[src/rtl/motor_drive_sequencer.sv]
// H-bridge sequencer: speed-switch decode, internal PWM with duty ramping,
// ramp-down plus dead-time on direction reversal, and IPS-loss cut-off.
module motor_drive_sequencer #(
   parameter int PWM_BITS    = 15,
   parameter int DUTY1       = 23550,
   parameter int DUTY2       = 26555,
   parameter int DUTY3       = 32768,
   parameter int RAMP_STEP   = 4096,
   parameter int DEAD_CYCLES = 1000
) (
   input  logic              clk,
   input  logic              rst_n,
   input  logic [2:0]        speed_req,
   input  logic              dir_req,
   input  logic              ips_n,
   output logic              en_a,
   output logic              en_b,
   output logic              in1,
   output logic              in2,
   output logic              in3,
   output logic              in4,
   output logic [2:0]        state,
   output logic [PWM_BITS:0] duty_cur,
   output logic              sel_err
);

   // state     | meaning
   // IDLE (0)  | no drive, waiting for a non-zero target with track present
   // RUN (1)   | driving in dir_applied, duty ramps toward the switch target
   // RAMP_DOWN | reversal requested, duty ramps to zero in the old direction
   // DEAD (3)  | all bridge inputs low for DEAD_CYCLES before re-driving
   // HALT (4)  | track lost, duty zeroed, waiting for IPS to return

   localparam int DW = PWM_BITS + 1;
   localparam int CW = $clog2(DEAD_CYCLES + 1);

   localparam logic [DW-1:0] DUTY1_C   = DW'(DUTY1);
   localparam logic [DW-1:0] DUTY2_C   = DW'(DUTY2);
   localparam logic [DW-1:0] DUTY3_C   = DW'(DUTY3);
   localparam logic [DW-1:0] STEP_C    = DW'(RAMP_STEP);
   localparam logic [CW-1:0] DEAD_LAST = CW'(DEAD_CYCLES - 1);

   typedef enum logic [2:0] {
      S_IDLE      = 3'd0,
      S_RUN       = 3'd1,
      S_RAMP_DOWN = 3'd2,
      S_DEAD      = 3'd3,
      S_HALT      = 3'd4
   } state_t;

   state_t              state_q, state_d;
   logic [PWM_BITS-1:0] pwm_cnt_q;
   logic [DW-1:0]       duty_q, duty_d;
   logic                dir_applied_q, dir_applied_d;
   logic [CW-1:0]       dead_cnt_q, dead_cnt_d;
   logic [1:0]          ips_sync_q;
   logic                sel_err_q;
   logic                en_q;
   logic [3:0]          in_q;

   logic                ips_ok;
   logic                tick;
   logic [DW-1:0]       target;
   logic                multi_sel;
   logic [DW-1:0]       eff_target;
   logic [DW-1:0]       diff;
   logic [DW-1:0]       step;
   logic [DW-1:0]       ramped;
   logic                drive;
   logic                pwm_hi;

   assign ips_ok = ~ips_sync_q[1];
   assign tick   = (pwm_cnt_q == '1);

   always_comb begin
      target    = '0;
      multi_sel = (speed_req[0] & speed_req[1]) | (speed_req[0] & speed_req[2]) |
                  (speed_req[1] & speed_req[2]);
      case (speed_req)
         3'b001:  target = DUTY1_C;
         3'b010:  target = DUTY2_C;
         3'b100:  target = DUTY3_C;
         default: target = '0;
      endcase
   end

   // Only RUN ramps toward the switch target; every other state pulls duty to zero.
   always_comb begin
      eff_target = (state_q == S_RUN) ? target : '0;
      diff       = '0;
      step       = '0;
      ramped     = duty_q;
      if (duty_q < eff_target) begin
         diff   = eff_target - duty_q;
         step   = (diff > STEP_C) ? STEP_C : diff;
         ramped = duty_q + step;
      end else begin
         diff   = duty_q - eff_target;
         step   = (diff > STEP_C) ? STEP_C : diff;
         ramped = duty_q - step;
      end
   end

   always_comb begin
      state_d       = state_q;
      dir_applied_d = dir_applied_q;
      dead_cnt_d    = dead_cnt_q;
      duty_d        = tick ? ramped : duty_q;
      case (state_q)
         S_IDLE: begin
            if (target != '0 && ips_ok) begin
               state_d       = S_RUN;
               dir_applied_d = dir_req;
            end
         end
         S_RUN: begin
            if (!ips_ok) begin
               state_d = S_HALT;
            end else if (dir_req != dir_applied_q) begin
               state_d = S_RAMP_DOWN;
            end else if (tick && duty_q == '0 && target == '0) begin
               state_d = S_IDLE;
            end
         end
         S_RAMP_DOWN: begin
            if (!ips_ok) begin
               state_d = S_HALT;
            end else if (dir_req == dir_applied_q) begin
               state_d = S_RUN;
            end else if (tick && duty_q == '0) begin
               state_d    = S_DEAD;
               dead_cnt_d = '0;
            end
         end
         S_DEAD: begin
            dead_cnt_d = dead_cnt_q + 1'b1;
            if (!ips_ok) begin
               state_d = S_HALT;
            end else if (dead_cnt_q == DEAD_LAST) begin
               state_d       = S_RUN;
               dir_applied_d = dir_req;
               dead_cnt_d    = '0;
            end
         end
         S_HALT: begin
            if (ips_ok) begin
               state_d = S_IDLE;
            end
         end
         default: state_d = S_IDLE;
      endcase
      if (state_d == S_HALT) begin
         duty_d = '0;
      end
   end

   always_ff @(posedge clk or negedge rst_n) begin
      if (!rst_n) begin
         state_q       <= S_IDLE;
         pwm_cnt_q     <= '0;
         duty_q        <= '0;
         dir_applied_q <= 1'b0;
         dead_cnt_q    <= '0;
         ips_sync_q    <= 2'b11;
         sel_err_q     <= 1'b0;
      end else begin
         state_q       <= state_d;
         pwm_cnt_q     <= pwm_cnt_q + 1'b1;
         duty_q        <= duty_d;
         dir_applied_q <= dir_applied_d;
         dead_cnt_q    <= dead_cnt_d;
         ips_sync_q    <= {ips_sync_q[0], ips_n};
         sel_err_q     <= multi_sel;
      end
   end

   // Bridge decode registered from current state; bit0 = in1 .. bit3 = in4.
   assign drive  = (state_q == S_RUN) || (state_q == S_RAMP_DOWN);
   assign pwm_hi = ({1'b0, pwm_cnt_q} < duty_q);

   always_ff @(posedge clk or negedge rst_n) begin
      if (!rst_n) begin
         en_q <= 1'b0;
         in_q <= 4'b0000;
      end else begin
         en_q <= drive & pwm_hi;
         if (drive) begin
            in_q <= dir_applied_q ? 4'b0110 : 4'b1001;
         end else begin
            in_q <= 4'b0000;
         end
      end
   end

   assign en_a     = en_q;
   assign en_b     = en_q;
   assign in1      = in_q[0];
   assign in2      = in_q[1];
   assign in3      = in_q[2];
   assign in4      = in_q[3];
   assign state    = state_q;
   assign duty_cur = duty_q;
   assign sel_err  = sel_err_q;

endmodule
[config.mk]
export PLATFORM = sky130hd
export DESIGN_NAME = motor_drive_sequencer
export DESIGN_NICKNAME = d
export VERILOG_FILES = /design/src/rtl/motor_drive_sequencer.sv
export SDC_FILE = /design/constraint.sdc
export NUM_CORES = 1
export LEC_CHECK = 0
export CORE_MARGIN = 2
export CORE_UTILIZATION = 50
export CTS_CLUSTER_DIAMETER = 200
export CTS_CLUSTER_SIZE = 24
export DETAILED_ROUTE_END_ITERATION = 10
export HOLD_SLACK_MARGIN = 0.02
export PLACE_DENSITY = 0.7
export SETUP_SLACK_MARGIN = 0.3
export SYNTH_ARGS = -nofsm -noshare
export SYNTH_HDL_FRONTEND = slang
export SYNTH_SLANG_ARGS = --single-unit
[constraint.sdc]
create_clock -name clk -period 11.5 [get_ports clk]
set_clock_uncertainty 0.05 [all_clocks]
set_input_delay 2.3 -clock clk [delete_from_list [all_inputs] [get_ports clk]]
set_output_delay 2.3 -clock clk [all_outputs]
set_load 0.01 [all_outputs]
==> impl_results.md <==
* Top fanout value on the critical path at 13
* Leakage power total at 2.58 nW
* WL per Instance at 17.8 um
* Final setup fails at 0
* Clock transition time at the flip-flop clock pins of the worst setup and hold paths at 0.12 ns
* Synthesis Warnings at 0
* Crit Path Class: primary input to flop
* Seq/Total Area, Yosys at 0.238
* Required @ worst endpoint at 11.74 ns
* Area of the core at 10400 sq um
* Post-synth EDFFs at 0
* First-pass GRT wire length at approximately 24 mm
* Post-cts repair resize count at 0
* Gr ovfl total at 0
* Row cnt at 37
* DIE WIDTH at ~110 um
* Worst-Skew Late Latency at 0.33 ns
* Vias/cell at 6.05
* Max_cap viols at 0
* Run status: finished, final reports clean
* Fin Hold WS at roughly 0.32 ns
* Cells after synthesis at 669
* Library cells used by synthesis at 70
* Most used DFF post-synth: dfrtp_1
* Largest net degree at the start of global routing at between 50 and 60
* Post-Syn Area per Cell at 8.04 sq um
* Worst Tran Pin Value at 0.805 ns
* Initial DRC Count at 361
* Crit end category: flop
* Setup TNS at 0 ns
* Antenna cells at 0
* Fin nets at 764
* Final worst path period need at 9.64 ns
* WP data arrival at 9.87 ns
* Most frequent cells in the layout: ha_1 (68), nand2_1 (62), a21oi_1 (61)
* Worst hold path class: flop to flop
* Synth async-reset ratio at 1.00
* Layout area overhead at 8.98%
* Initial antenna violation count at 0
* Post-DP HPWL at 11.4 mm
* Tcrit/Tclk final at 0.838
* CTS sink cnt at between 50 and 60
* Antenna viol nets, final at 0
* Die height at 108 um
* Cell Pwr Density at between 200 and 250 nW/um^2
* RePlAce Congestion at 0.958
* Max IR drop VDD at 0.196 mV
* DRC viols at 0
* Root cell of the clock tree: clkbuf_8
* Overall Global Routing Usage at 0.262
* Hold violation total from the final report at 0
* Commonest non-fill, non-tap cell in the layout: ha_1
* First-pass iteration count of the detailed router at 5
* Hold buffer count at cts at 0
* Post-Syn Area at between 5000 and 6000 sq um
* Initial Utilization at 0.518
* Post-CTS Setup Bufs at 0
* CTS Buffer Depth at 2
* Relative slew slack at 0.462
* Fmax at roughly 0.10 GHz
* Max Slew Vio Count at 0
* IO Port Bufs at 32
* Routed WL at approximately 15 mm
* Mapped Nets at around 750
* RSZ-0062 raised after global routing: no
* Share of cells above drive strength 1 at 0.0408
* Setup crit start kind: primary input
* H-Tree Depth at 2
* Crit-path slowest cell: a211oi_2
* TritonCTS clock tree: built
* Num ports at 33
* CP peak stage delay at 0.72 ns
* Via count at 4982
* Synth Register Bits at 51
* Die area at 11600 sq um
* Worst R2R Setup Slack at roughly 3.6 ns
* Vias in the first global route at roughly 4700
* Num CTS Buffers at 5
cells by family (layout without fill, tap and decap cells):
| logic type | after synthesis | in the layout | share of synthesized area |
|---|---|---|---|
| buf+inv | 63 | 81 | 0.0484 |
| compound gates | 189 | 189 | 0.223 |
| xor+xnor | 54 | 54 | 0.0880 |
| flops | 51 | 51 | 0.238 |
| fa+ha+maj | 71 | 71 | 0.169 |
| mux | 4 | 4 | 0.00768 |
| simple gates | 237 | 237 | 0.225 |
flip-flops by register name (all words and copies together), names as in the netlist:
name and count:
dead_cnt_q 10, dir_applied_q 1, duty_cur 16, en_a 1, in_q 2, ips_sync_q 2
pwm_cnt_q 15, sel_err 1, state 3
area by class of cell:
type                            count  area [sq um]
Timing Repair Buffer               34           330
Fill cell                         971          4510
Sequential cell                    51          1280
Tap cell                          136           170
Clock buffer                        5          68.8
Clock inverter                      3          27.5
Multi-Input combinational cell    555          3840
Inverter                           39           146
path summary, 6_finish.rpt:
path                               start  cells past startpoint            end
setup / recovery            speed_req[2]                     29   duty_cur[15]
hold / removal             ips_sync_q[0]                      0  ips_sync_q[1]
setup reg to reg                state[1]                     29   duty_cur[15]
hold reg to reg            ips_sync_q[0]                      0  ips_sync_q[1]
max in group asynchronous          rst_n                      2  pwm_cnt_q[13]
min in group asynchronous          rst_n                      2  dead_cnt_q[6]
routing by layer:
metal  share of wire  vias to the layer above  track usage  routed length, um
li1                -                     2440            -                  -
met1            0.48                     2350        0.381               7010
met2            0.44                      170        0.405               6390
met3           0.060                       22       0.0345                871
met4           0.024                        0       0.0788                354
met5               0                        -            0                  0
cells in the mapped netlist, drive strengths merged (7+ instances only):
| master | n | area share |
|---|---|---|
| clkbuf | 17 | 0.012 |
| nor4 | 7 | 0.0081 |
| a211oi | 13 | 0.020 |
| nand4 | 7 | 0.0081 |
| nand3 | 24 | 0.023 |
| nand3b | 11 | 0.015 |
| buf | 7 | 0.0093 |
| ha | 68 | 0.16 |
| a21o | 13 | 0.018 |
| nor2b | 9 | 0.010 |
| and2 | 7 | 0.0081 |
| a21oi | 61 | 0.057 |
| xor2 | 17 | 0.028 |
| o21ai | 46 | 0.043 |
| nand2b | 15 | 0.018 |
| or2 | 7 | 0.0081 |
| nor2 | 46 | 0.032 |
| nor3 | 20 | 0.021 |
| inv | 39 | 0.027 |
| dfrtp | 49 | 0.23 |
| xnor2 | 37 | 0.060 |
| nand2 | 62 | 0.043 |
worst max-delay path, delay by kind of cell:
| kind | cells | cell delay, ns |
|---|---|---|
| AOI/OAI and AO/OA | 13 | 3.21 |
| adders and majority gates | 3 | 0.96 |
| buffers and inverters | 2 | 0.99 |
| and+or+nand+nor | 11 | 2.40 |
stage by stage:
stage / area (sq um) / worst slack, ns / total power, mW / cells / utilization
after global routing: 5860 / 1.13 / 1.34 / 823 / 0.565
after floorplan: 5380 / 3.31 / 0.930 / 669 / -
final: 5860 / 1.86 / 1.23 / 823 / 0.565
after detailed placement: 5760 / 1.62 / 1.10 / 815 / 0.556
after global placement: 5760 / 1.87 / 1.09 / 815 / 0.556
after CTS: 5860 / 1.98 / 1.22 / 823 / 0.565
power breakdown:
| group | leakage [nW] | total [mW] | internal (mW) | switching [mW] |
|---|---|---|---|---|
| Sequential | 0.655 | 0.240 | 0.205 | 0.0351 |
| Clock | 0.0463 | 0.117 | 0.0449 | 0.0722 |
| Combinational | 1.88 | 0.876 | 0.377 | 0.499 |
Power figures use the tool's default switching activity.
